===== src/rtl/lcd_text_buffer.sv =====
// Double-buffered 32-char LCD text frame with cursor and serial clear.
// Define LCD_TEXT_BUFFER_AUTOCOMMIT_EN to mirror writes/clears into the display.
module lcd_text_buffer #(
  parameter logic [7:0] FILL_CHAR = 8'h20
) (
  input  logic         clock,
  input  logic         reset,
  input  logic         wr_en,
  input  logic [7:0]   wr_char,
  input  logic         cmd_valid,
  input  logic [1:0]   cmd,
  input  logic [4:0]   cmd_pos,
  output logic         busy,
  output logic [4:0]   cursor,
  output logic         err_drop,
  output logic [127:0] line1,
  output logic [127:0] line2
);

  typedef enum logic {
    S_IDLE,
    S_CLEAR
  } state_t;

  localparam logic [1:0] C_CLEAR  = 2'd0;
  localparam logic [1:0] C_HOME   = 2'd1;
  localparam logic [1:0] C_SETPOS = 2'd2;
  localparam logic [1:0] C_COMMIT = 2'd3;

  state_t     r_state;
  logic [7:0] r_w [32];
  logic [7:0] r_d [32];
  logic [4:0] r_cursor;
  logic [4:0] r_clr_idx;
  logic       r_err;

  logic [127:0] w_line1;
  logic [127:0] w_line2;

  always_ff @(posedge clock) begin
    if (reset) begin
      r_state   <= S_IDLE;
      r_cursor  <= 5'd0;
      r_clr_idx <= 5'd0;
      r_err     <= 1'b0;
      for (int i = 0; i < 32; i++) begin
        r_w[i] <= FILL_CHAR;
        r_d[i] <= FILL_CHAR;
      end
    end else begin
      r_err <= 1'b0;
      unique case (r_state)
        S_IDLE: begin
          if (cmd_valid) begin
            // a write colliding with a command loses
            r_err <= wr_en;
            unique case (cmd)
              C_CLEAR: begin
                r_state   <= S_CLEAR;
                r_clr_idx <= 5'd0;
              end
              C_HOME:   r_cursor <= 5'd0;
              C_SETPOS: r_cursor <= cmd_pos;
              C_COMMIT: r_d <= r_w;
            endcase
          end else if (wr_en) begin
            r_w[r_cursor] <= wr_char;
`ifdef LCD_TEXT_BUFFER_AUTOCOMMIT_EN
            r_d[r_cursor] <= wr_char;
`endif
            r_cursor <= r_cursor + 5'd1;
          end
        end
        S_CLEAR: begin
          r_err          <= wr_en | cmd_valid;
          r_w[r_clr_idx] <= FILL_CHAR;
          r_clr_idx      <= r_clr_idx + 5'd1;
          if (r_clr_idx == 5'd31) begin
            r_cursor <= 5'd0;
            r_state  <= S_IDLE;
`ifdef LCD_TEXT_BUFFER_AUTOCOMMIT_EN
            for (int i = 0; i < 32; i++) begin
              r_d[i] <= FILL_CHAR;
            end
`endif
          end
        end
        default: r_state <= S_IDLE;
      endcase
    end
  end

  always_comb begin
    w_line1 = '0;
    w_line2 = '0;
    for (int i = 0; i < 16; i++) begin
      w_line1[127-8*i -: 8] = r_d[i];
      w_line2[127-8*i -: 8] = r_d[16+i];
    end
  end

  assign busy     = (r_state == S_CLEAR);
  assign cursor   = r_cursor;
  assign err_drop = r_err;
  assign line1    = w_line1;
  assign line2    = w_line2;

endmodule

===== config.mk =====
export PLATFORM = sky130hd
export DESIGN_NAME = lcd_text_buffer
export DESIGN_NICKNAME = d
export VERILOG_FILES = /design/src/rtl/lcd_text_buffer.sv
export SDC_FILE = /design/constraint.sdc
export NUM_CORES = 1
export LEC_CHECK = 0
export CAP_MARGIN = 20
export CORE_ASPECT_RATIO = 0.8
export CORE_MARGIN = 5
export CORE_UTILIZATION = 54
export CTS_CLUSTER_DIAMETER = 30
export CTS_CLUSTER_SIZE = 10
export DETAILED_ROUTE_END_ITERATION = 10
export PLACE_DENSITY = 0.76
export REMOVE_ABC_BUFFERS = 1
export SLEW_MARGIN = 10
export SYNTH_ARGS = -nofsm -noshare
export SYNTH_HDL_FRONTEND = slang
export SYNTH_SLANG_ARGS = --single-unit

===== constraint.sdc =====
create_clock -name clock -period 2.2 [get_ports clock]
set_input_delay 0.22 -clock clock [delete_from_list [all_inputs] [get_ports clock]]
set_output_delay 0.22 -clock clock [all_outputs]
set_load 0.05 [all_outputs]

==> summary.txt, run 1 <==
CTS
  – Post-CTS Setup Inserts: 0
  – # H-tree levels: 3
  – TritonCTS clock tree: yes
  – CTS max path bufs: 3
  – Root Buffer: sky130_fd_sc_hd__clkbuf_16
  – CTS clk-pin slew, worst paths: 0.05 ns
  – Insertion delay of the later-clocked pin in the worst-skew pair: 0.59 ns
  – Num CTS Buffers: 88
  – Clock Sinks: 524
  – Total of hold buffers inserted after clock tree synthesis: 0

Setup path
  – RR Startpoint: r_clr_idx[2]
  – Slowest Stage Delay on Critical Path: 0.95 ns
  – Internal reg-to-reg setup slack: 0.16 ns
  – Critical path required time: 1.98 ns
  – Critical path launch point type: flop
  – Library cell contributing the largest single delay on the critical path: sky130_fd_sc_hd__clkdlybuf4s50_1
  – Largest fanout on the critical path: 7
  – Reg-to-Reg End: r_w[181]
  – Delay-heaviest family, CP: buffers and inverters
  – Worst Path Arrival: 1.96 ns
  – Capturing element type of the critical path: output pin
  – Worst setup path category: flop to output pin
  – Startpoint of the worst setup timing path: cursor[0]
  – Count of buffering cells on the critical path with inverters included: 1
  – CP Depth: 1
  – Sequence of cells on the critical path: clkdlybuf4s50_1
  – End point of the critical path: cursor[0]
  – R2R cell count: 4

Power and ir drop
  – Leakage power: 9.00 nW
  – Power per standard cell area: 946 nW/um2
  – Worst vdd rail ir drop: 0.572 mV

Route
  – ANT nets after route: 0
  – Total wirelength of the detailed-routed design: 61.7 mm
  – Wire per inst: 19.0 um
  – Number of remaining DRC errors: 0
  – Router iterations before antenna repair: 7
  – Vias: 18700
  – Via/cell ratio: 5.74
  – Iteration-0 DRC Markers: 1986

Min path
  – Class of the most critical hold timing path: input pin to flop

Logic synthesis
  – Adder-Cell Fraction of Synth Area: 0.764%
  – Seq/Total Area, Yosys: 53.3%
  – Number of distinct library cells after synthesis: 50
  – Area fraction in and, or, nand and nor cells after synthesis: 27.7%
  – Number of cells produced by synthesis: 2431
  – Post-synthesis area per instance: 8.09 um2
  – Post-synthesis mux area share: 0.0509%
  – Synthesized-area fraction occupied by xor and xnor cells: 0.0445%
  – Proportion of synthesized flip-flops having asynchronous set or reset: 0%
  – Count of synthesis-stage warnings from yosys: 0
  – Number of flops mapped to enable cells by yosys: 0
  – Area fraction in compound gates after synthesis: 13.5%
  – FF+latch count, synth: 524
  – Largest family of logic cells by synthesized area: simple AND/OR/NAND/NOR gates
  – Mapped Area: 19700 um2
  – Predominant post-synthesis flop cell: sky130_fd_sc_hd__dfxtp_1

STA
  – Final hold slack: 0.0787 ns
  – Final hold violation count: 0
  – Max-slew violation count: 0
  – Setup slack after layout: 0.0168 ns
  – Sum Neg Setup Slack: 0 ns
  – Shortest period the worst path allows: 2.18 ns
  – Setup-violating endpoint count in the final report: 0
  – Share of the cycle needed by the critical path after routing: 99.2%
  – Actual slew at the worst max-slew pin: 1.02 ns
  – Max frequency: 458 MHz
  – Setup repair after global routing missed its margin: no
  – Headroom to the max-slew limit: 31.8%
  – Skew final: 0.0150 ns

Cells and area
  – Synth-to-Final Area Change: 32.1%
  – Final net count: 2735
  – Share of final-layout standard cells stronger than drive strength 1: 9.95%
  – Leading cell type in the layout, fill and taps excluded: sky130_fd_sc_hd__nand2_1
  – Commonest non-fill, non-tap cells in the layout: sky130_fd_sc_hd__nand2_1, sky130_fd_sc_hd__dfxtp_1, sky130_fd_sc_hd__a21oi_1, sky130_fd_sc_hd__clkdlybuf4s50_1, sky130_fd_sc_hd__nand3_1
  – Final core occ: 72.3%
  – Number of inserted filler cells in the final layout: 2703

Placed design
  – Count of input and output buffers: 281
  – DP HPWL: 38.7 mm
  – Last weighted congestion value of the routability-driven placer: 0.840
  – Post-placement worst setup slack: -0.0612 ns

Floorplanning
  – Width of the die: 223 um
  – Core box area: 35900 um2
  – Initial Util: 54.7%
  – Placement row count: 62
  – Die footprint: 40400 um2
  – Boundary Pins: 282
  – Overall die height: 181 um

Global routing
  – Number of global-route vias before repair: 18100
  – Final global-route overflow total: 0
  – Maximum number of pins on one net before global-route repair: 97
  – Wire length of the first global-routing pass: 96.8 mm
  – Total global-route track usage: 29.1%
  – Initial antenna violation count: 2

Outcome
  – Run status: finished clean

Run
  – Reported max-cap violation count: 0
[synth_stat cells (4+ instances only)]
library cell / n / area share, %
sky130_fd_sc_hd__nand2_4: 4 / 0.23
sky130_fd_sc_hd__buf_2: 29 / 0.74
sky130_fd_sc_hd__a21oi_1: 459 / 12
sky130_fd_sc_hd__nand3_1: 227 / 5.8
sky130_fd_sc_hd__clkbuf_1: 96 / 1.8
sky130_fd_sc_hd__buf_6: 24 / 1.4
sky130_fd_sc_hd__o21ai_0: 4 / 0.10
sky130_fd_sc_hd__nor3b_1: 33 / 1.3
sky130_fd_sc_hd__ha_1: 12 / 0.76
sky130_fd_sc_hd__o21bai_1: 30 / 1.1
sky130_fd_sc_hd__inv_1: 6 / 0.11
sky130_fd_sc_hd__nor2_1: 44 / 0.84
sky130_fd_sc_hd__nand4bb_1: 4 / 0.23
sky130_fd_sc_hd__and3_1: 5 / 0.16
sky130_fd_sc_hd__nor2b_1: 5 / 0.16
sky130_fd_sc_hd__a31oi_1: 4 / 0.13
sky130_fd_sc_hd__buf_4: 7 / 0.27
sky130_fd_sc_hd__and3b_1: 7 / 0.31
sky130_fd_sc_hd__nor2_2: 23 / 0.73
sky130_fd_sc_hd__dfxtp_1: 524 / 53
sky130_fd_sc_hd__nand3b_1: 37 / 1.4
sky130_fd_sc_hd__nand2_1: 804 / 15
[cells by family after synthesis]
family                   after synthesis
adder cells (fa/ha/maj)               12
flip-flops                           524
XOR/XNOR                               1
AO/OA/AOI/OAI                        506
multiplexers                           1
AND/OR/NAND/NOR                     1220
buffers and inverters                167
[registers in the layout, indices dropped and copies added, names as in the netlist]
name and count:
line1 128, err_drop 1, r_clr_idx 5, busy 1
cursor 5, line2 128, r_w 256
[metrics by stage]
stage	total power, W	instance area, um2	instances
floorplan	0.0102	18800	2270
global placement	0.0108	22900	3094
detailed placement	0.0108	22900	3094
CTS	0.0247	26000	3253
global route	0.0252	26000	3255
finish	0.0246	26000	3255
[repair_timing]
action	CTS	global route
gates resized for setup	0	2
hold endpoints to repair	0	0
endpoints found under the setup margin	0	21
[how the worst min path moves through the flow]
stage / startpoint / end / slack, ns / cells past startpoint
after floorplan: reset / busy / 0.29 / 1
after global placement: r_w[199] / line1[71] / 0.44 / 2
after detailed placement: r_w[199] / line1[71] / 0.45 / 2
after CTS: reset / r_clr_idx[0] / 0.11 / 2
after global routing: reset / r_w[25] / 0.14 / 2
final: reset / line2[4] / 0.08 / 2
[routing by layer]
metal | vias up | part of all wire, % | track usage, %
met1 | 8931 | 42 | 39.1
met3 | 158 | 9.0 | 6.06
met4 | 0 | 3.5 | 11.7
met2 | 875 | 46 | 46.2
li1 | 8704 | - | -
met5 | - | 0 | 0
[cell type report]
type | count | area [um2] | area share [%]
Sequential cell | 524 | 10500 | 40.4
Multi-Input combinational cell | 1740 | 8300 | 31.9
Timing Repair Buffer | 344 | 3510 | 13.5
Clock buffer | 107 | 2440 | 9.39
Clock inverter | 52 | 617 | 2.37
Tap cell | 480 | 601 | 2.31
Inverter | 6 | 22.5 | 0.0867
Antenna cell | 2 | 5.00 | 0.0193
[where the power goes]
group,switching (W),leakage [nW],internal [W]
Sequential,0.0000478,4.23,0.00956
Clock,0.00479,1.47,0.00910
Combinational,0.000764,3.30,0.000297
Total,0.00561,9.00,0.0190
No activity file was read; power rests on OpenSTA's default activity.
==> run 2: changes to the inputs <==
Settings changed: CTS_CLUSTER_DIAMETER 30 to 100.
==> run 2 against run 1 <==
Critical path depth unchanged. Via count decreased by 2.6%. Fmax rose by 6.7%. Register-to-register slack better by 0.03 ns. Total power fell by 24%. Sequential power about the same. Routed wire length is 3.5% lower. Largest power group is now registers. Highest routed layer unchanged.
==> summary.txt, run 2 (synthesis gave the netlist of run 1 again) <==
Route
  – Via/cell ratio: 5.76 (+0.41%)
  – Highest metal layer used by the detailed router: met4
  – Number of remaining DRC errors: 0 (unchanged)
  – Vias: 18200 (-2.6%)
  – Router iterations before antenna repair: 7 (unchanged)
  – Met1 wire length: 25.4 mm (-1.2%)
  – Total wirelength of the detailed-routed design: 59.5 mm (-3.5%)
  – Routed length on met3: 5.25 mm (-5.4%)
  – WL met2: 27.2 mm (-3.9%)
  – Iteration-0 DRC Markers: 1890 (-4.8%)
  – Wire per inst: 18.9 um (-0.47%)
  – ANT nets after route: 0 (unchanged)

Setup path
  – Critical path required time: 1.98 ns (about the same)
  – Internal reg-to-reg setup slack: 0.19 ns (+0.03 ns)
  – Largest fanout on the critical path: 2 (-5)
  – Delay-heaviest family, CP: buffers and inverters
  – Capturing element type of the critical path: output pin
  – Reg-to-Reg End: r_w[181]
  – Count of buffering cells on the critical path with inverters included: 1 (unchanged)
  – R2R cell count: 4 (unchanged)
  – Critical path launch point type: flop
  – RR Startpoint: r_clr_idx[4]
  – Library cell contributing the largest single delay on the critical path: sky130_fd_sc_hd__clkdlybuf4s50_1
  – Slowest Stage Delay on Critical Path: 0.85 ns (-0.10 ns)
  – Worst Path Arrival: 1.83 ns (-0.13 ns)
  – Worst setup path category: flop to output pin
  – Sequence of cells on the critical path: clkdlybuf4s50_1

Global routing
  – Number of global-route vias before repair: 17300 (-4.0%)
  – Initial antenna violation count: 1 (-1)
  – Total global-route track usage: 28.1% (-1.0 points)
  – Wire length of the first global-routing pass: 93.6 mm (-3.3%)
  – Final global-route overflow total: 0 (unchanged)
  – Maximum number of pins on one net before global-route repair: 97 (unchanged)

Cells and area
  – Post-route cell area: 24400 um2 (-6.0%)
  – Final net count: 2705 (-1.1%)
  – Register with the most flip-flops: r_w
  – Synth-to-Final Area Change: 24.2%
  – Leading cell type in the layout, fill and taps excluded: sky130_fd_sc_hd__nand2_1
  – Share of final-layout standard cells stronger than drive strength 1: 6.92% (-3.0 points)
  – Commonest non-fill, non-tap cells in the layout: sky130_fd_sc_hd__nand2_1, sky130_fd_sc_hd__dfxtp_1, sky130_fd_sc_hd__a21oi_1, sky130_fd_sc_hd__clkdlybuf4s50_1, sky130_fd_sc_hd__nand3_1
  – Number of inserted filler cells in the final layout: 2953 (+9.2%)
  – Max reg flops: 256 (unchanged)
  – Final core occ: 68.0% (-4.4 points)

Floorplanning
  – Boundary Pins: 282 (unchanged)
  – Placement row count: 62 (unchanged)
  – Die footprint: 40400 um2 (unchanged)
  – Initial Util: 54.7% (unchanged)
  – Core box area: 35900 um2 (unchanged)
  – Width of the die: 223 um (unchanged)
  – Overall die height: 181 um (unchanged)

CTS
  – # H-tree levels: 2 (-1)
  – TritonCTS clock tree: yes
  – Num CTS Buffers: 58 (-34%)
  – Total of hold buffers inserted after clock tree synthesis: 0 (unchanged)
  – Root Buffer: sky130_fd_sc_hd__clkbuf_16
  – CTS max path bufs: 3 (unchanged)
  – CTS clk-pin slew, worst paths: 0.06 ns (about the same)
  – Clock Sinks: 524 (unchanged)
  – Insertion delay of the later-clocked pin in the worst-skew pair: 0.58 ns (about the same)

Power and ir drop
  – Fraction of power spent switching nets: 22.7% (-0.096 points)
  – Worst vdd rail ir drop: 0.565 mV (-1.1%)
  – Reg power frac: 51.1% (+12 points)
  – Clock power share: 43.3% (-13 points)
  – P_sw: 0.00427 W (-24%)
  – Internal: 0.0145 W (-23%)
  – Combinational group share of total power: 5.6% (+1.3 points)
  – Leakage power: 8.26 nW (-8.2%)
  – Power per standard cell area: 770 nW/um2 (-19%)

STA
  – Final hold violation count: 0 (unchanged)
  – Share of the cycle needed by the critical path after routing: 93.0% (-6.2 points)
  – Skew final: 0.00986 ns (-0.00511 ns)
  – Actual slew at the worst max-slew pin: 1.02 ns (+0.000368 ns)
  – Max-slew violation count: 0 (unchanged)
  – Sum Neg Setup Slack: 0 ns (unchanged)
  – Headroom to the max-slew limit: 31.8% (about the same)
  – Setup slack after layout: 0.154 ns (+0.137 ns)
  – Setup-violating endpoint count in the final report: 0 (unchanged)
  – Shortest period the worst path allows: 2.05 ns (-0.137 ns)
  – Max frequency: 489 MHz (+6.7%)
  – Setup repair after global routing missed its margin: no

Outcome
  – Run status: finished clean

Placed design
  – Count of input and output buffers: 281 (unchanged)
  – Post-placement worst setup slack: -0.0612 ns (unchanged)
  – Last weighted congestion value of the routability-driven placer: 0.840 (unchanged)
  – DP HPWL: 38.7 mm (unchanged)
  – Standard cell area after detailed placement: 22900 um2 (unchanged)

Min path
  – Worst Min Path Start: reset
  – WHS Path Cells: 2 (unchanged)
  – Worst min-delay path endpoint: line2[4]
  – Class of the most critical hold timing path: input pin to flop

Run
  – Reported max-cap violation count: 0 (unchanged)
## run 2: through the flow
stage,power (W),hold slack (ns),instances
after floorplan,0.0102,0.289,2270
after global placement,0.0108,0.437,3094
after detailed placement,0.0108,0.446,3094
after CTS,0.0189,0.124,3155
after global routing,0.0194,0.139,3156
final,0.0188,0.107,3157
## run 2: power by group through the flow
stage               sequential (W)  combinational, W  clock (W)
floorplan                  0.00994          0.000289          0
global placement           0.00980           0.00103          0
detailed placement         0.00980           0.00104          0
CTS                        0.00960           0.00104    0.00822
global route               0.00960           0.00111    0.00864
finish                     0.00960           0.00105    0.00814
## run 2: worst max-delay path by stage
stage	start	endpoint	depth (start not counted)
floorplan	busy	line1[0]	4
global placement	wr_en	r_w[90]	5
detailed placement	wr_en	r_w[1]	6
CTS	cursor[0]	cursor[0]	1
global route	r_clr_idx[2]	r_w[181]	4
finish	line1[39]	line1[39]	1
## run 2: layout make-up
| class | instances | area [um2] | area share [%] |
|---|---|---|---|
| antenna | 2 | 5.00 | 0.0205 |
| timing repair buffer | 344 | 3500 | 14.4 |
| multi-input combinational | 1740 | 8300 | 34.0 |
| tap | 480 | 601 | 2.46 |
| clock inverter | 2 | 17.5 | 0.0718 |
| sequential | 524 | 10500 | 43.0 |
| clock buffer | 59 | 1480 | 6.05 |
| inverter | 6 | 22.5 | 0.0923 |
## run 2: worst register-to-register path, cell delays in order, from the launching register on
cell                       delay, ns
sky130_fd_sc_hd__dfxtp_1        0.35
sky130_fd_sc_hd__nor2_1         0.73
sky130_fd_sc_hd__nand2_1        0.43
sky130_fd_sc_hd__nor3b_1        0.27
sky130_fd_sc_hd__o21bai_1       0.15
## run 2: what timing repair did
| item | in CTS | in global routing |
|---|---|---|
| buffers inserted | 0 | 0 |
| resized for setup | 1 | 2 |
| setup endpoints to repair | 1 | 23 |
## run 2: metal layers
metal	vias up	track usage, %
met5	-	0
met4	0	9.33
met3	137	5.60
met2	801	44.8
met1	8676	38.5
li1	8567	-
